### src/rtl/seq_det_pkg.sv
// =============================================================================
// seq_det_pkg : shared types, defaults and width helpers for the detector (rev 1.0)
// =============================================================================
`default_nettype none

package seq_det_pkg;

   typedef enum logic {
      MODE_MEALY = 1'b0,
      MODE_MOORE = 1'b1
   } out_mode_e;

   localparam int         DEFAULT_MAX_LEN = 8;
   localparam int         DEFAULT_LEN     = 3;
   localparam logic [7:0] DEFAULT_PATTERN = 8'b0000_0111;

   // Width needed to hold a length value in 0..max_len inclusive.
   function automatic int len_width(input int max_len);
      return $clog2(max_len + 1);
   endfunction

endpackage

`default_nettype wire

### src/rtl/seq_detector_param_sat_counter.sv
// =============================================================================
// sat_counter : synchronous-clear counter that sticks at all-ones (rev 1.0)
// =============================================================================
`default_nettype none

module sat_counter #(
   parameter int CNT_W = 8
) (
   input  logic             clk,
   input  logic             clear,
   input  logic             inc,
   output logic [CNT_W-1:0] count
);

   always_ff @(posedge clk) begin
      if (clear) begin
         count <= '0;
      end else if (inc && (count != {CNT_W{1'b1}})) begin
         count <= count + CNT_W'(1);
      end
   end

endmodule

`default_nettype wire

### src/rtl/seq_detector_param.sv
// =============================================================================
// seq_detector_param : runtime-loadable serial pattern detector (rev 1.0)
// =============================================================================
`default_nettype none

module seq_detector_param
   import seq_det_pkg::*;
#(
   parameter int                       MAX_LEN       = DEFAULT_MAX_LEN,
   parameter int                       RESET_LEN     = DEFAULT_LEN,
   parameter logic [MAX_LEN-1:0]       RESET_PATTERN = MAX_LEN'(DEFAULT_PATTERN),
   parameter int                       OVERLAP       = 1,
   parameter int                       MOORE         = 0,
   parameter int                       CNT_W         = 8
) (
   input  logic                           clk,
   input  logic                           reset,
   input  logic                           en,
   input  logic                           A,
   input  logic                           pat_load,
   input  logic [MAX_LEN-1:0]             pat_in,
   input  logic [len_width(MAX_LEN)-1:0]  len_in,
   output logic                           Y,
   output logic [CNT_W-1:0]               match_count,
   output logic                           cfg_err
);

   localparam int        LEN_W = len_width(MAX_LEN);
   localparam out_mode_e MODE  = (MOORE != 0) ? MODE_MOORE : MODE_MEALY;

   logic [MAX_LEN-1:0] pat;
   logic [MAX_LEN-1:0] hist;
   logic [LEN_W-1:0]   len;
   logic [LEN_W-1:0]   fill;
   logic [MAX_LEN:0]   window;
   logic [MAX_LEN:0]   mask;
   logic               fill_ok;
   logic               len_ok;
   logic               match_now;

   // Newest bit sits at index 0, so the low len bits line up with pat directly.
   assign window    = {hist, A};
   assign mask      = ~({(MAX_LEN + 1){1'b1}} << len);
   assign fill_ok   = ({1'b0, fill} + (LEN_W + 1)'(1)) >= {1'b0, len};
   assign len_ok    = (len_in != '0) && (len_in <= LEN_W'(MAX_LEN));
   assign match_now = en && !pat_load && fill_ok &&
                      ((window & mask) == ({1'b0, pat} & mask));

   always_ff @(posedge clk) begin
      if (reset) begin
         pat     <= RESET_PATTERN;
         len     <= LEN_W'(RESET_LEN);
         hist    <= '0;
         fill    <= '0;
         cfg_err <= 1'b0;
      end else begin
         cfg_err <= pat_load && !len_ok;
         if (pat_load) begin
            hist <= '0;
            fill <= '0;
            if (len_ok) begin
               pat <= pat_in;
               len <= len_in;
            end
         end else if (en) begin
            hist <= window[MAX_LEN-1:0];
            if (match_now && (OVERLAP == 0)) begin
               fill <= '0;
            end else if (fill != LEN_W'(MAX_LEN)) begin
               fill <= fill + LEN_W'(1);
            end
         end
      end
   end

   generate
      if (MODE == MODE_MOORE) begin : g_moore
         logic y_reg;
         always_ff @(posedge clk) begin
            if (reset) begin
               y_reg <= 1'b0;
            end else begin
               y_reg <= match_now;
            end
         end
         assign Y = y_reg;
      end else begin : g_mealy
         assign Y = match_now && !reset;
      end
   endgenerate

   sat_counter #(
      .CNT_W (CNT_W)
   ) u_cnt (
      .clk   (clk),
      .clear (reset),
      .inc   (match_now),
      .count (match_count)
   );

endmodule

`default_nettype wire
### config.mk
export PLATFORM = sky130hd
export DESIGN_NAME = seq_detector_param
export DESIGN_NICKNAME = d
export VERILOG_FILES = /design/src/rtl/seq_det_pkg.sv /design/src/rtl/seq_detector_param_sat_counter.sv /design/src/rtl/seq_detector_param.sv
export SDC_FILE = /design/constraint.sdc
export NUM_CORES = 1
export LEC_CHECK = 0
export BUFFER_PORTS_ARGS = -buffer_cell sky130_fd_sc_hd__buf_2
export CORE_UTILIZATION = 55
export CTS_CLUSTER_DIAMETER = 200
export DETAILED_ROUTE_END_ITERATION = 6
export PLACE_DENSITY = 0.87
export SLEW_MARGIN = 15
export SYNTH_ARGS = -nofsm -noshare
export SYNTH_HDL_FRONTEND = slang
export SYNTH_SLANG_ARGS = --single-unit
### constraint.sdc
create_clock -name clk -period 2.35 [get_ports clk]
set_input_delay 0 -clock clk [delete_from_list [all_inputs] [get_ports clk]]
set_output_delay 0 -clock clk [all_outputs]
set_load 0.05 [all_outputs]
==> results by group <==
Setup path
  • Critical path launch point type: flop
  • CP cell instances: inv_1 > ha_1 > ha_1 > a211oi_1 > o21ai_2 > and3_2 > buf_2
  • WP data arrival: 2240 ps
  • CP Data Required Time: 2350 ps
  • CP dominant cell by count: ha_1
  • Element type at the critical path end: primary output
  • Critical Path Fanout Max: 4
  • Crit-path max cell delay: 400 ps
  • CP Class: flop to primary output
  • Critical path's slowest cell: dfxtp_1

Yosys
  • Warnings, synthesis: 0
  • Post-synthesis sequential area ratio: 40.0%
  • Synth top cells by count: 33 x dfxtp_1, 22 x nor2_1, 16 x mux2i_1, 8 x a21oi_1, 8 x xnor2_1
  • Asr flop ratio synth: 0%
  • Yosys top cell area share: 40.0%
  • Post-synthesis cell count: 180
  • Netlist Area Pre-Place: 1650 sq um
  • EDFF count, synth: 0
  • Unique masters post-synth: 38
  • Count leader, synth: dfxtp_1
  • Syn_nets: 204
  • Synth area leader: dfxtp_1
  • Yosys reg bits: 33
  • Top FF cell, synth: dfxtp_1
  • Syn_area_per_cell: 9.18 sq um
  • Largest cells by area after synthesis: dfxtp_1 40%, mux2i_1 9.7%, ha_1 5.3%

Power and ir drop
  • Logic pwr share: 13.4%
  • Leakage power: 0.907 nW
  • Worst vdd ir: 477 uV
  • PwrDens: 561 nW/um^2
  • Internal Pwr Total: 0.000822 W
  • P_sw: 0.000289 W
  • Sw Ratio: 26.0%
  • Tot Pwr: 0.00111 W
  • Sequential cell fraction of total power: 53.7%
  • Clock Power Share: 32.9%

Floorplanning
  • Die Width: 56.8 um
  • Initial Util: 58.9%
  • Core area: 2810 sq um
  • # IOs: 27
  • Chip height: 56.8 um
  • Die Footprint: 3230 sq um
  • Std-Cell Rows: 19

GRT
  • Initial antenna violation count: 0
  • Tot GR Track Use: 24.6%
  • First-pass GRT wire length: 5990 um
  • M1 GR Usage: 29.1%
  • GR Util met3: 6.22%
  • Vias in the first global route: 1,331
  • M2 GR Usage: 43.0%
  • Largest net degree at the start of global routing: 24
  • GRT busiest layer: met2
  • Gr ovfl total: 0

CTS
  • CTS Buffer Depth: 2
  • TritonCTS clock tree: yes
  • Worst skew pair latency: 340 ps
  • Htree depth: 2
  • Clk sinks: 33
  • Worst-path clk slew: 100 ps
  • Total CTS buffers: 5
  • CTS root buf: clkbuf_4

Placement
  • RD Place Congestion: 0.821
  • Half-perimeter wire length after placement: 2450 um
  • PortBufs: 26

Timing
  • Fmax: 0.446 GHz
  • RSZ-0062 raised after global routing: false
  • Total negative slack: 0 ps
  • Hold Fails Final Rpt: 0
  • Worst-Margin Slew: 532 ps
  • Clock skew: 7.02 ps
  • Crit share post-route: 95.4%
  • Final setup fails: 0
  • Tmin final: 2240 ps
  • Slew headroom: 64.5%
  • Final-report max-slew violation count: 0

Run status
  • Failing checks: design-rule violations
  • Run status: complete, but fails checks

Route
  • DRT iter0 DRCs: 79
  • TritonRoute pass-1 iters: 6
  • Routed vias: 1,424
  • Post-Route WL: 3570 um
  • Drt drc: 4
  • Antenna-violating nets left: 0
  • Drt wl/cell: 14.3 um
  • Vias per Instance: 5.70

Layout
  • Fillcell total: 218
  • Share of cells above drive strength 1: 19.2%
  • Area Overhead vs Synth: 19.9%
  • N_diodes: 0
  • Nets: 242

Run
  • Max-cap violation count: 0

Hold path
  • Hold crit path type: input port to flop
## cell families (layout without fill, tap and decap cells)
logic type,Yosys count,count (layout),share of synthesized area [%]
compound gates,31,31,12.5
xor+xnor,15,15,7.95
fa+ha+maj,7,7,5.30
buf+inv,15,54,4.92
flops,33,33,40.0
mux,16,16,9.70
simple gates,63,63,19.6
## final timing paths
kind	startpoint	end	slack, ps	cells past startpoint
hold / removal	pat_load	cfg_err$_SDFF_PP0_	50	3
setup reg to reg	fill[0]$_SDFFE_PP0P_	u_cnt.count[3]$_SDFFE_PP0P_	170	8
hold reg to reg	u_cnt.count[7]$_SDFFE_PP0P_	u_cnt.count[7]$_SDFFE_PP0P_	510	2
setup / recovery	fill[0]$_SDFFE_PP0P_	Y	110	7
## metal layers
layer | vias to the layer above | wire length [um]
li1 | 714 | -
met1 | 672 | 1590
met2 | 32 | 1770
met3 | 6 | 163
met4 | 0 | 44
met5 | - | 0
## metrics by stage
stage,utilization [%],instance area [sq um],instances,hold WS (ps),setup WS (ps)
finish,70.6,1980,250,51.9,108
global route,70.6,1980,250,46.8,1.37
CTS,69.8,1960,249,9.40,80.2
detailed placement,63.1,1770,229,236,99.1
global placement,63.1,1770,229,230,222
floorplan,-,1650,180,94.3,343
## worst max-delay path, delay by kind of cell, from the launching register on
family | cells | cell delay [ps]
adders and majority gates | 2 | 610
buffers and inverters | 2 | 350
DFF | 1 | 400
and+or+nand+nor | 1 | 230
AOI/OAI and AO/OA | 2 | 320
## cell usage in the layout (no fill, tap or decap), drive strengths merged
| cell | n |
|---|---|
| or3 | 6 |
| a211oi | 3 |
| and3 | 8 |
| nand4 | 1 |
| nor4 | 1 |
| dlygate4sd3 | 13 |
| xor2 | 7 |
| a21o | 1 |
| nand3 | 8 |
| nand2b | 1 |
| nor2 | 22 |
| or2 | 1 |
| o21ai | 8 |
| and4 | 2 |
| inv | 6 |
| clkinv | 1 |
| a21oi | 8 |
| clkbuf | 7 |
| mux2i | 16 |
| buf | 27 |
| a211o | 5 |
| dfxtp | 33 |
| nand2 | 6 |
| o22ai | 1 |
| a31oi | 1 |
| o311ai | 1 |
| o2111ai | 1 |
| o21a | 1 |
| ha | 7 |
| xnor2 | 8 |
| o2bb2ai | 1 |
| nand3b | 1 |
| nor3 | 6 |
## what timing repair did
item / 4_1_cts / 5_1_grt
setup endpoints to repair: 0 / 6
setup buffers: 0 / 0
hold buffers: 12 / 1
endpoints found under the hold margin: 12 / 1
gates resized for setup: 0 / 2
## state kept, by name (all words and copies together) (netlist names)
name	cells
cfg_err	1
fill	4
hist	8
len	4
pat	8
u_cnt.count	8
## power groups by stage
stage	clock [W]	combinational, W	sequential [W]
after floorplan	0	0.0000957	0.000603
after global placement	0	0.000121	0.000607
after detailed placement	0	0.000125	0.000608
after CTS	0.000371	0.000141	0.000596
after global routing	0.000397	0.000162	0.000599
final	0.000366	0.000149	0.000596
## layout make-up
type / count / area [sq um] / share of cell area, %
Inverter: 6 / 22.5 / 1.14
Clock buffer: 7 / 65.1 / 3.28
Clock inverter: 1 / 5.00 / 0.253
Tap cell: 31 / 38.8 / 1.96
Multi-Input combinational cell: 132 / 921 / 46.5
Sequential cell: 33 / 661 / 33.4
Timing Repair Buffer: 40 / 268 / 13.5
Note: power is estimated with default switching activity, not from simulation.
